--- src/rtl/hazard_pkg.sv ---
// hazard_pkg: shared FSM states, forwarding selects and PC_Src encodings for the pipeline hazard logic.
package hazard_pkg;
    typedef enum logic [1:0] {RUN, LOAD_STALL, FREEZE} state_t;
    localparam logic [1:0] FWD_RF    = 2'b00;
    localparam logic [1:0] FWD_EXMEM = 2'b01;
    localparam logic [1:0] FWD_MEMWB = 2'b10;
    localparam logic [1:0] PCSRC_SEQ    = 2'b00;
    localparam logic [1:0] PCSRC_JUMP   = 2'b01;
    localparam logic [1:0] PCSRC_BRANCH = 2'b10;
    localparam logic [1:0] PCSRC_JR     = 2'b11;
endpackage

--- src/rtl/pipeline_hazard_ctrl_sat_counter.sv ---
// sat_counter: event counter that sticks at all-ones instead of wrapping.
module sat_counter #(
    parameter int W = 16
) (
    input  logic         clk,
    input  logic         rst,
    input  logic         inc,
    output logic [W-1:0] count
);
    always_ff @(posedge clk or posedge rst)
        if (rst) count <= '0;
        else if (inc && count != '1) count <= count + W'(1);
endmodule

--- src/rtl/pipeline_hazard_ctrl.sv ---
// pipeline_hazard_ctrl: load-use stall, flush and freeze sequencing plus registered
// execute-stage forwarding selects for the 5-stage pipeline.
module pipeline_hazard_ctrl
    import hazard_pkg::*;
#(
    parameter int REG_AW = 5,
    parameter int CNT_W  = 16
) (
    input  logic              clk,
    input  logic              rst,
    input  logic              id_valid,
    input  logic [REG_AW-1:0] id_rs,
    input  logic [REG_AW-1:0] id_rt,
    input  logic              id_use_rs,
    input  logic              id_use_rt,
    input  logic [REG_AW-1:0] id_rd,
    input  logic              id_regw,
    input  logic              id_mem_r,
    input  logic [1:0]        ex_pc_src,
    input  logic              mem_busy,
    output logic              pc_stall,
    output logic              ifid_flush,
    output logic              idex_bubble,
    output logic [1:0]        fwd_a_sel,
    output logic [1:0]        fwd_b_sel,
    output logic [CNT_W-1:0]  stall_cnt,
    output logic [CNT_W-1:0]  flush_cnt
);
    state_t state;
    logic ex_v, ex_regw, ex_memr, mem_v, mem_regw;
    logic [REG_AW-1:0] ex_rd, mem_rd;
    logic ex_a, ex_b, mem_a, mem_b, flush, load_use, stall_inc;

    function automatic logic hit(input logic use_src, input logic [REG_AW-1:0] src,
                                 input logic v, input logic regw, input logic [REG_AW-1:0] rd);
        return use_src && src != '0 && v && regw && src == rd;
    endfunction

    assign ex_a      = hit(id_use_rs, id_rs, ex_v, ex_regw, ex_rd);
    assign ex_b      = hit(id_use_rt, id_rt, ex_v, ex_regw, ex_rd);
    assign mem_a     = hit(id_use_rs, id_rs, mem_v, mem_regw, mem_rd);
    assign mem_b     = hit(id_use_rt, id_rt, mem_v, mem_regw, mem_rd);
    assign flush     = ex_pc_src != PCSRC_SEQ;
    assign load_use  = state != LOAD_STALL && id_valid && ex_memr && (ex_a || ex_b);
    assign stall_inc = mem_busy || (!flush && load_use);
    // Gated by rst so an asserted reset silences the pipeline controls at once.
    assign pc_stall    = !rst && stall_inc;
    assign ifid_flush  = !rst && !mem_busy && flush;
    assign idex_bubble = !rst && !mem_busy && (flush || load_use);

    always_ff @(posedge clk or posedge rst) begin
        if (rst) begin
            state     <= RUN;
            ex_v      <= 1'b0;
            ex_rd     <= '0;
            ex_regw   <= 1'b0;
            ex_memr   <= 1'b0;
            mem_v     <= 1'b0;
            mem_rd    <= '0;
            mem_regw  <= 1'b0;
            fwd_a_sel <= FWD_RF;
            fwd_b_sel <= FWD_RF;
        end else if (mem_busy) begin
            state <= FREEZE;
        end else begin
            mem_v    <= ex_v;
            mem_rd   <= ex_rd;
            mem_regw <= ex_regw;
            if (flush || load_use) begin
                state     <= flush ? RUN : LOAD_STALL;
                ex_v      <= 1'b0;
                fwd_a_sel <= FWD_RF;
                fwd_b_sel <= FWD_RF;
            end else begin
                state     <= RUN;
                ex_v      <= id_valid;
                ex_rd     <= id_rd;
                ex_regw   <= id_regw;
                ex_memr   <= id_mem_r;
                fwd_a_sel <= (ex_a && !ex_memr) ? FWD_EXMEM : mem_a ? FWD_MEMWB : FWD_RF;
                fwd_b_sel <= (ex_b && !ex_memr) ? FWD_EXMEM : mem_b ? FWD_MEMWB : FWD_RF;
            end
        end
    end

    sat_counter #(.W(CNT_W)) u_stall_cnt (.clk(clk), .rst(rst), .inc(stall_inc), .count(stall_cnt));
    sat_counter #(.W(CNT_W)) u_flush_cnt (.clk(clk), .rst(rst), .inc(!mem_busy && flush), .count(flush_cnt));
endmodule

--- config.mk ---
export PLATFORM = sky130hd
export DESIGN_NAME = pipeline_hazard_ctrl
export DESIGN_NICKNAME = d
export VERILOG_FILES = /design/src/rtl/hazard_pkg.sv /design/src/rtl/pipeline_hazard_ctrl_sat_counter.sv /design/src/rtl/pipeline_hazard_ctrl.sv
export SDC_FILE = /design/constraint.sdc
export NUM_CORES = 1
export LEC_CHECK = 0
export CAP_MARGIN = 40
export CORE_UTILIZATION = 53
export CTS_CLUSTER_SIZE = 8
export DETAILED_ROUTE_END_ITERATION = 7
export PLACE_DENSITY = 0.89
export REMOVE_ABC_BUFFERS = 1
export SETUP_SLACK_MARGIN = 0.05
export SLEW_MARGIN = 10
export SYNTH_ARGS = -nofsm -noshare
export SYNTH_HDL_FRONTEND = slang
export SYNTH_SLANG_ARGS = --single-unit
--- constraint.sdc ---
create_clock -name clk -period 5.5 [get_ports clk]
set_input_delay 1.1 -clock clk [delete_from_list [all_inputs] [get_ports clk]]
set_output_delay 1.1 -clock clk [all_outputs]
set_load 0.01 [all_outputs]
==> metrics.md, run 1 <==
| Metric | Value |
|---|---|
| Clock latency on the worst-skew pair | `~300 ps` |
| DR pass1 iterations | `4` |
| CTS clk-pin slew, worst paths | `about 90 ps` |
| Detail Route Antenna Nets | `0` |
| Vias per cell | `5.46` |
| Area of the core | `approximately 4800 um2` |
| Vias in the first global route | `1,971` |
| Final WL | `5.48 mm` |
| DP Cell Count | `359` |
| Distinct cell type count after synthesis | `38` |
| Vias post-DR | `2,004` |
| Placer's final routability congestion estimate | `0.905` |
| Max FO, Critical Path | `6` |
| Die outline area | `between 5000 and 6000 um2` |
| Async SR Flop Fraction | `100%` |
| DP HPWL | `4.14 mm` |
| EDFF count, synth | `0` |
| Total Power | `1.10 mW` |
| Drt drc | `0` |
| Worst clock skew | `8.12 ps` |
| WL per Instance | `14.9 um` |
| Initial cell density of the core | `55.8%` |
| First-pass GRT wire length | `9.16 mm` |
| Resized cells post-CTS | `0` |
| Yosys top cell by area | `dfrtp_1` |
| Setup crit end kind | `primary output` |
| TritonCTS buffer count | `5` |
| Hold Slack | `between 400 and 500 ps` |
| ANT cells | `0` |
| Worst Path Required | `roughly 4400 ps` |
| Pin count of the biggest net entering global routing | `29` |
| Count leader, synth | `dfrtp_1` |
| Final setup violation count | `0` |
| Syn Inst Count | `234` |
| DP Area | `3380 um2` |
| Mean Syn Cell Area | `about 11 um2` |
| Status | `complete, no violations` |
| Most used DFF post-synth | `dfrtp_1` |
| # clock sinks | `53` |
| Register area share after synthesis | `between 40% and 50%` |
| # Post-CTS Setup Buffers | `0` |
| Cell area after synthesis | `roughly 2700 um2` |
| RSZ-0062 raised after global routing | `no` |
| Final worst-path cycle share | `88.7%` |
| Fmax achieved | `205 MHz` |
| Initial antenna violation count | `0` |
| Worst hold-check path type | `flop to flop` |
| Fraction of layout cells with a size suffix above 1 | `13.7%` |
| Synth warnings | `0` |
| CTS root buffer | `clkbuf_8` |
| Hold-fix buffers, CTS | `0` |
| Grt ovf | `0` |
| IO Count | `64` |
| CP startpoint kind | `input pin` |
| Post-layout instance area | `between 3000 and 4000 um2` |
| Static leakage | `1.35 nW` |
| FF/Latch Area | `1330 um2` |
| Final std cells w/o fill | `about 370` |
| Port Buffers | `63` |
| FP Rows | `25` |
| Min Tclk post-route | `just under 5000 ps` |
| Area Growth Syn to Fin | `30.4%` |
| Pwr per Cell Area | `315 nW/um2` |
| Commonest cells post-synth | `dfrtp_1, xnor2_1, mux2_2` |
| Max clock buf depth | `2` |
| Number of synthesized register bits | `53` |
| Footprint of the multi-input gates | `1310 um2` |
| Synth top area share | `roughly 50%` |
| GRT Resource Usage Total | `~23%` |
| Area contributors post-synth | `dfrtp_1, xnor2_1, mux2_2, xor2_1, nand2_1` |
| Count of final hold-check violations | `0` |
| Critical path type | `input pin to primary output` |
| Headroom to the max-slew limit | `between 50% and 60%` |
| VDD IR max | `around 0.00027 V` |
| Filler Cell Count | `around 350` |
| Max Cap Viol | `0` |
| Nets | `roughly 330` |
| Worst EP arrival | `approximately 3800 ps` |
| CTS tree | `done` |
| Sum Neg Setup Slack | `0 ps` |
| Die width | `~73 um` |
| H-tree depth | `2` |
| Max-slew violations | `0` |
| Die height | `73.0 um` |
| Initial drt markers | `70` |
| Actual slew at the worst max-slew pin | `689 ps` |
layout make-up:
| type | instances | share of cell area, % |
|---|---|---|
| Multi-Input combinational cell | 172 | 37.6 |
| Timing Repair Buffer | 65 | 18.9 |
| Clock buffer | 6 | 2.37 |
| Tap cell | 67 | 2.41 |
| Inverter | 2 | 0.216 |
| Sequential cell | 53 | 38.1 |
| Clock inverter | 2 | 0.396 |
report_power, final:
part / switching [mW] / total, mW / internal, mW / leakage, nW
clock: 0.127 / 0.230 / 0.102 / 0.0512
sequential: 0.0918 / 0.551 / 0.459 / 0.687
combinational: 0.124 / 0.317 / 0.193 / 0.610
registers in the layout, summed over array words and instances (netlist names):
name,flops
ex_regw,1
u_stall_cnt.count,16
fwd_b_sel,2
mem_rd,5
u_flush_cnt.count,16
fwd_a_sel,2
ex_v,1
ex_memr,1
ex_rd,5
mem_regw,1
mem_v,1
state,2
per-stage QoR:
stage,utilization [%],setup WS (ps)
global route,72.7,484
global placement,70.3,784
CTS,72.7,644
finish,72.7,622
detailed placement,70.7,656
floorplan,-,1940
worst max-delay path, cell delays in order:
cell	delay (ps)
clkdlybuf4s50_1	570
xnor2_1	160
nand4_1	120
or3_4	430
a211oi_1	630
nor2_1	130
nor2_1	110
clkdlybuf4s50_1	530
layer usage:
layer | GRT usage [%] | wire length (um) | vias up
li1 | - | - | 960
met1 | 30.1 | 2470 | 960
met2 | 36.9 | 2690 | 76
met3 | 4.83 | 258 | 8
met4 | 8.71 | 59 | 0
met5 | 0 | 0 | -
worst paths after layout:
kind | from | endpoint | slack [ps] | cells past startpoint
worst min-delay path | u_flush_cnt.count[6] | u_flush_cnt.count[6] | 500 | 1
worst max register to register | ex_rd[1] | u_stall_cnt.count[12] | 3130 | 6
max in group asynchronous | rst | ex_rd[3] | 3700 | 3
worst min register to register | u_flush_cnt.count[6] | u_flush_cnt.count[6] | 500 | 1
worst max-delay path | id_rs[1] | pc_stall | 620 | 8
min in group asynchronous | rst | u_flush_cnt.count[2] | 1250 | 2
logic make-up after synthesis:
kind of cell	Yosys count	synth area share [%]
compound gates	26	8.72
fa+ha+maj	2	0.937
xor+xnor	49	16.1
flops	53	49.7
mux	17	7.17
buf+inv	9	1.31
simple gates	78	16.1
layout by cell type, fill, tap and decap left out, types with 8 or more instances in the layout:
| cell | instances |
|---|---|
| clkdlybuf4s50_1 | 63 |
| dfrtp_1 | 53 |
| xnor2_1 | 40 |
| mux2_2 | 17 |
| nand2_1 | 16 |
| nor2_1 | 16 |
| nand3_1 | 10 |
| xor2_1 | 9 |
| nand4_1 | 8 |
Note: power is estimated with default switching activity, not from simulation.
==> inputs of run 2 (changes only) <==
- ABC_AREA: default -> 1
- CAP_MARGIN: 40 -> default
- CORE_UTILIZATION: 53 -> 56
- PLACE_DENSITY: 0.89 -> 0.9
==> run 2 against run 1 <==
Net effect:
- count of clock-buffer cells in the layout down 1
- design area up 12%
- setup slack better by 660 ps
- clock skew down 4.1 ps
- first-iteration DRC count up 99%
- core utilization up 2.4 points
- flip-flop and latch count unchanged
- global-route usage up 1.9 points
- clock power up 36%
- routed wire length up 28%
- largest cell class is now multi-input combinational cells
- highest routed layer unchanged
==> metrics.md, run 2 <==
| Metric | Value |
|---|---|
| CP startpoint kind | `input pin` |
| Fraction of layout cells with a size suffix above 1 | `7.58% (-6.1 points)` |
| Final core occ | `75.1% (+2.4 points)` |
| GRT Resource Usage Total | `24.6% (+1.9 points)` |
| Worst clock skew | `4.01 ps (-4.11 ps)` |
| Actual slew at the worst max-slew pin | `1050 ps (+359 ps)` |
| Setup crit end kind | `primary output` |
| Synth top area share | `42.8% (-6.9 points)` |
| Max Cap Viol | `0 (unchanged)` |
| Sum Neg Setup Slack | `0 ps (unchanged)` |
| Worst R2R Start | `u_flush_cnt.count[0]` |
| ANT cells | `0 (unchanged)` |
| CTS root buffer | `clkbuf_8` |
| Fin worst setup slack | `1280 ps (+663 ps)` |
| Mean Syn Cell Area | `7.80 um2 (-32%)` |
| Main combinational cell family by area after synthesis | `simple AND/OR/NAND/NOR gates` |
| Vias in the first global route | `2,578 (+31%)` |
| Resized cells post-CTS | `0 (unchanged)` |
| Clk pwr share | `27.7% (+6.8 points)` |
| Grt ovf | `0 (unchanged)` |
| Initial drt markers | `139 (+99%)` |
| Pwr per Cell Area | `287 nW/um2 (-8.9%)` |
| Distinct cell type count after synthesis | `33 (-13%)` |
| Post-Synth Adder-Cell Area | `0.808% (-0.13 points)` |
| Cell count of the worst reg-to-reg path | `10 (+4)` |
| Async SR Flop Fraction | `100% (unchanged)` |
| Vias per cell | `5.23 (-4.2%)` |
| Nets | `488 (+50%)` |
| DR pass1 iterations | `5 (+1)` |
| Pre-CTS setup slack | `1320 ps (+663 ps)` |
| Die outline area | `5830 um2 (+9.6%)` |
| Internal | `775 uW (+2.7%)` |
| Area contributors post-synth | `dfrtp_1, nand2_1, inv_1, nand3_1, xor2_1` |
| Static leakage | `1.89 nW (+40%)` |
| Max FO, Critical Path | `4 (-2)` |
| Hold-fix buffers, CTS | `0 (unchanged)` |
| Area of the core | `5200 um2 (+8.8%)` |
| Final WL | `7.02 mm (+28%)` |
| Synth warnings | `0 (unchanged)` |
| Register area share after synthesis | `42.8% (-6.9 points)` |
| Clock latency on the worst-skew pair | `300 ps (about the same)` |
| CTS tree | `done` |
| Final setup violation count | `0 (unchanged)` |
| Worst Path Required | `4400 ps (about the same)` |
| Area Growth Syn to Fin | `26.3%` |
| # clock sinks | `53 (unchanged)` |
| CP endpoint | `idex_bubble` |
| VDD IR max | `0.000224 V (-18%)` |
| Max clock buf depth | `2 (unchanged)` |
| Worst hold-check path type | `flop to flop` |
| Comb pwr share | `26.0% (-2.9 points)` |
| Syn Inst Count | `397 (+70%)` |
| Complex-gate fraction of the synthesized area | `6.26% (-2.5 points)` |
| Initial cell density of the core | `59.5% (+3.7 points)` |
| First-pass GRT wire length | `11.5 mm (+26%)` |
| Worst R2R Setup Slack | `3300 ps (+170 ps)` |
| H-tree depth | `2 (unchanged)` |
| Count leader, synth | `nand2_1` |
| Biggest regs | `u_flush_cnt.count: 16 flops, u_stall_cnt.count: 16 flops` |
| Count of final hold-check violations | `0 (unchanged)` |
| Worst EP arrival | `3120 ps (-660 ps)` |
| R2r endpoint | `u_flush_cnt.count[14]` |
| Headroom to the max-slew limit | `30.0% (-24 points)` |
| Pin count of the biggest net entering global routing | `54 (+86%)` |
| Critical path type | `input pin to primary output` |
| Die height | `76.4 um (+4.7%)` |
| RSZ-0062 raised after global routing | `no` |
| Final worst-path cycle share | `76.7% (-12 points)` |
| Most used DFF post-synth | `dfrtp_1` |
| Crit. Startpoint | `id_rt[2]` |
| EDFF count, synth | `0 (unchanged)` |
| FP Rows | `26 (+4.0%)` |
| TritonCTS buffer count | `5 (unchanged)` |
| CTS clk-pin slew, worst paths | `100 ps (about the same)` |
| # Post-CTS Setup Buffers | `0 (unchanged)` |
| Mux contribution to synthesized area | `0% (-7.2 points)` |
| Net Sw Frac | `31.1% (-0.18 points)` |
| Placer's final routability congestion estimate | `0.958 (+5.8%)` |
| Cell area after synthesis | `3100 um2 (+16%)` |
| Max-slew violations | `0 (unchanged)` |
| Die width | `76.4 um (+4.7%)` |
| DP HPWL | `5.12 mm (+23%)` |
| Detail Route Antenna Nets | `0 (unchanged)` |
| Status | `complete, no violations` |
| Port Buffers | `63 (unchanged)` |
| Simple-Gate Fraction of Synth Area | `33.2% (+17 points)` |
| P_sw | `349 uW (+1.8%)` |
| Initial antenna violation count | `0 (unchanged)` |
| Yosys top cell by area | `dfrtp_1` |
| Vias post-DR | `2,782 (+39%)` |
| Commonest non-fill, non-tap cell in the layout | `nand2_1` |
| Seq pwr share | `46.3% (-3.9 points)` |
| Fmax achieved | `237 MHz (+16%)` |
| Commonest non-fill, non-tap cells in the layout | `nand2_1, clkdlybuf4s50_1, dfrtp_1` |
| WL per Instance | `13.2 um (-12%)` |
| Min Tclk post-route | `4220 ps (-663 ps)` |
| Drt drc | `0 (unchanged)` |
| Post-Synth XOR/XNOR Area | `8.77% (-7.3 points)` |
| Total Power | `1.12 mW (+2.4%)` |
| Commonest cells post-synth | `nand2_1, dfrtp_1, inv_1` |
| IO Count | `64 (unchanged)` |
| Number of synthesized register bits | `53 (unchanged)` |
-- run 2: changes by cell type after synthesis, moves of 7 or more --
cell / change
nand2_1: +105
inv_1: +50
xnor2_1: -30
nand3_1: +28
mux2_2: -17
xor2_1: +12
nor2_1: +11
o21ai_2: +8
nor3_1: +7
-- run 2: logic make-up (layout without fill, tap and decap cells) --
kind of cell | after synthesis | in the layout
AOI/OAI and AO/OA | 30 | 30
xor gates and xnor gates | 31 | 31
adders and majority gates | 2 | 2
buffers and inverters | 61 | 126
DFF | 53 | 53
and+or+nand+nor | 220 | 220
-- run 2: area by class of cell --
class,count,area [um2]
timing repair buffer,64,638
clock inverter,3,68.8
fill,398,1290
tap,70,87.6
inverter,54,203
multi-input combinational,283,1520
sequential,53,1330
clock buffer,5,68.8
-- run 2: how the worst min path moves through the flow --
stage                      start            to  slack (ps)  cells past startpoint
global placement        mem_regw      mem_regw         460                      2
floorplan               mem_regw      mem_regw         450                      2
global route        fwd_a_sel[1]  fwd_a_sel[1]         520                      2
CTS                        mem_v         mem_v         490                      2
finish                     mem_v         mem_v         490                      2
detailed placement         mem_v         mem_v         470                      2
-- run 2: through the flow --
| step | area, um2 | instances | hold WS [ps] |
|---|---|---|---|
| finish | 3910 | 532 | 491 |
| global route | 3910 | 532 | 517 |
| CTS | 3910 | 532 | 491 |
| detailed placement | 3770 | 524 | 465 |
| global placement | 3770 | 524 | 464 |
| floorplan | 3050 | 390 | 447 |
-- run 2: power groups by stage --
stage | clock network [mW] | logic (mW) | registers (mW)
2_1_floorplan | 0 | 0.144 | 0.526
3_3_place_gp | 0 | 0.283 | 0.522
3_5_place_dp | 0 | 0.291 | 0.524
4_1_cts | 0.317 | 0.295 | 0.519
5_1_grt | 0.331 | 0.323 | 0.528
6_report | 0.312 | 0.292 | 0.520
-- run 2: layer usage --
metal	GRT usage, %	share of wire (%)
met2	41.3	48
met1	31.1	44
met5	0	0
met3	5.27	6.3
met4	9.42	1.8
-- run 2: worst max-delay path: stages --
cell	delay, ps
clkdlybuf4s50_1	540
inv_1	60
nand2_1	50
nand2_1	60
nor3_2	140
nand3_1	120
nand2_2	100
nand2_1	90
a211oi_1	240
clkdlybuf4s50_1	610
==> inputs of run 3 (changes only) <==
- CORE_UTILIZATION: 56 -> 52
- PLACE_DENSITY: 0.9 -> 0.85
- clock period: 5.5 -> 4.12 ns (I/O delays scaled with it)
==> run 3 against run 2 <==
Net effect:
- power grew 29%
- via count shrank 2.5%
- sequential share of layout area grew 0.065 points
- register-to-register slack lost 1300 ps
- flip-flop and latch count is the same
- die area grew 7.5%
- critical path depth shrank 4
- core utilization shrank 5.5 points
- count of clock-buffer cells in the layout grew 1
- first-iteration DRC count grew 10%
- critical path type unchanged
- largest cell class unchanged
- largest power group unchanged
- highest routed layer unchanged
==> metrics.md, run 3 (same netlist as run 2, synthesis figures left out) <==
| Metric | Value |
|---|---|
| Max-slew violations | `0 (unchanged)` |
| Comb pwr share | `26.9% (+0.9 points)` |
| Initial drt markers | `153 (+10%)` |
| Vias in the first global route | `2,627 (+1.9%)` |
| Nets | `489 (+0.20%)` |
| Headroom to the max-slew limit | `28.0% (-2.1 points)` |
| DR pass1 iterations | `4 (-1)` |
| Port Buffers | `63 (unchanged)` |
| Pin count of the biggest net entering global routing | `54 (unchanged)` |
| Placer's final routability congestion estimate | `0.960 (+0.22%)` |
| P_sw | `458 uW (+31%)` |
| Uppermost layer routed | `met4` |
| FP Rows | `27 (+3.8%)` |
| IO Count | `64 (unchanged)` |
| DP Area | `3780 um2 (+0.27%)` |
| Actual slew at the worst max-slew pin | `1080 ps (+30.9 ps)` |
| Count of final hold-check violations | `0 (unchanged)` |
| GRT Resource Usage Total | `24.0% (-0.63 points)` |
| Hold path cells | `2 (unchanged)` |
| H-tree depth | `2 (unchanged)` |
| Die outline area | `6270 um2 (+7.5%)` |
| Vias per cell | `5.07 (-3.1%)` |
| Die width | `79.2 um (+3.7%)` |
| Critical path type | `input pin to primary output` |
| FF/Latch Area | `1330 um2 (unchanged)` |
| Hold endpoint | `fwd_b_sel[0]` |
| CP startpoint kind | `input pin` |
| Net Sw Frac | `31.7% (+0.59 points)` |
| Status | `complete, no violations` |
| Fmax achieved | `267 MHz` |
| Seq pwr share | `47.9% (+1.6 points)` |
| Setup crit end kind | `primary output` |
| Area Growth Syn to Fin | `26.0%` |
| Post-layout instance area | `3900 um2 (-0.19%)` |
| ANT cells | `0 (unchanged)` |
| DR WL met3 | `397 um (-10%)` |
| Drt drc | `0 (unchanged)` |
| Area of the core | `5610 um2 (+7.7%)` |
| Worst R2R Setup Slack | `1980 ps (-1320 ps)` |
| Final setup violation count | `0 (unchanged)` |
| WL per Instance | `12.8 um (-3.3%)` |
| Worst R2R Start | `u_flush_cnt.count[0]` |
| Grt ovf | `0 (unchanged)` |
| Max FO, Critical Path | `2 (-2)` |
| Worst EP arrival | `2920 ps (-200 ps)` |
| Detail Route Antenna Nets | `0 (unchanged)` |
| Routed wire length on met2 | `3.13 mm (-7.6%)` |
| Sum Neg Setup Slack | `0 ps (unchanged)` |
| Initial antenna violation count | `0 (unchanged)` |
| Met1 WL | `3.24 mm (+6.0%)` |
| Fraction of layout cells with a size suffix above 1 | `7.78% (+0.20 points)` |
| Initial cell density of the core | `55.2% (-4.3 points)` |
| Cell count of the worst reg-to-reg path | `10 (unchanged)` |
| R2r endpoint | `u_flush_cnt.count[14]` |
| Pwr per Cell Area | `371 nW/um2 (+29%)` |
| CTS tree | `done` |
| Die height | `79.2 um (+3.7%)` |
| # Post-CTS Setup Buffers | `0 (unchanged)` |
| Clock latency on the worst-skew pair | `300 ps (about the same)` |
| Hold-fix buffers, CTS | `0 (unchanged)` |
| RSZ-0062 raised after global routing | `no` |
| Final worst-path cycle share | `about nine tenths` |
| Final WL | `6.82 mm (-2.8%)` |
| # clock sinks | `53 (unchanged)` |
| Internal | `988 uW (+28%)` |
| CTS clk-pin slew, worst paths | `90 ps (about the same)` |
| Footprint of the multi-input gates | `1520 um2 (unchanged)` |
| VDD IR max | `0.000374 V (+66%)` |
| Worst hold-check path type | `flop to flop` |
| Filler Cell Count | `470 (+18%)` |
| Clk pwr share | `25.2% (-2.5 points)` |
| Max Cap Viol | `0 (unchanged)` |
| Max clock buf depth | `2 (unchanged)` |
| Commonest non-fill, non-tap cell in the layout | `nand2_1` |
| HP Start | `fwd_b_sel[0]` |
| Static leakage | `1.89 nW (-0.33%)` |
| Commonest non-fill, non-tap cells in the layout | `nand2_1, clkdlybuf4s50_1, dfrtp_1` |
| Biggest regs | `u_flush_cnt.count: 16 flops, u_stall_cnt.count: 16 flops` |
| CTS root buffer | `clkbuf_8` |
| TritonCTS buffer count | `5 (unchanged)` |
| Worst Path Required | `3300 ps (-1100 ps)` |
| First-pass GRT wire length | `11.8 mm (+2.2%)` |
| Vias post-DR | `2,712 (-2.5%)` |
| DP HPWL | `5.04 mm (-1.5%)` |
| Worst clock skew | `4.03 ps (+0.0213 ps)` |
| Resized cells post-CTS | `0 (unchanged)` |
| Min Tclk post-route | `between 3000 and 4000 ps` |
[run 3: per-layer routing]
metal  vias up  track usage, %
li1       1379               -
met1      1249            33.1
met2        79            39.4
met3         5            3.91
met4         0            5.82
met5         -               0
[run 3: worst max-delay path by stage]
stage | start | endpoint | slack [ps] | cells after the start
2_1_floorplan | id_valid | idex_bubble | 1540 | 4
3_5_place_dp | id_valid | idex_bubble | 430 | 6
6_report | id_valid | idex_bubble | 380 | 6
3_3_place_gp | id_rs[1] | idex_bubble | 420 | 10
4_1_cts | id_valid | idex_bubble | 400 | 6
5_1_grt | id_rt[4] | idex_bubble | 250 | 11
[run 3: power by group through the flow]
stage               combinational, mW  sequential, mW  clock (mW)
floorplan                       0.192           0.703           0
detailed placement              0.389           0.699           0
CTS                             0.393           0.692       0.373
global placement                0.381           0.697           0
global route                    0.433           0.708       0.393
finish                          0.390           0.692       0.364
[run 3: critical path: stages]
cell and delay (ps):
clkdlybuf4s50_1 470, inv_1 70, a211oi_1 500, nand2_1 180, a211oi_1 290, clkdlybuf4s50_1 600
[run 3: final cells by class]
type | count | share of cell area, %
tap | 72 | 2.31
clock inverter | 2 | 0.962
inverter | 54 | 5.19
multi-input combinational | 283 | 38.9
sequential | 53 | 34.0
timing repair buffer | 65 | 16.5
clock buffer | 6 | 2.12
[run 3: per-stage QoR]
step                      utilization, %  power, mW  hold WS (ps)  worst slack [ps]  std cells
after global routing                69.6       1.53           524               245        535
after global placement              67.4       1.08           462               417        527
after detailed placement            67.4       1.09           473               428        527
final                               69.6       1.45           491               379        535
after floorplan                        -      0.894           447              1540        390
after CTS                           69.6       1.46           497               402        535
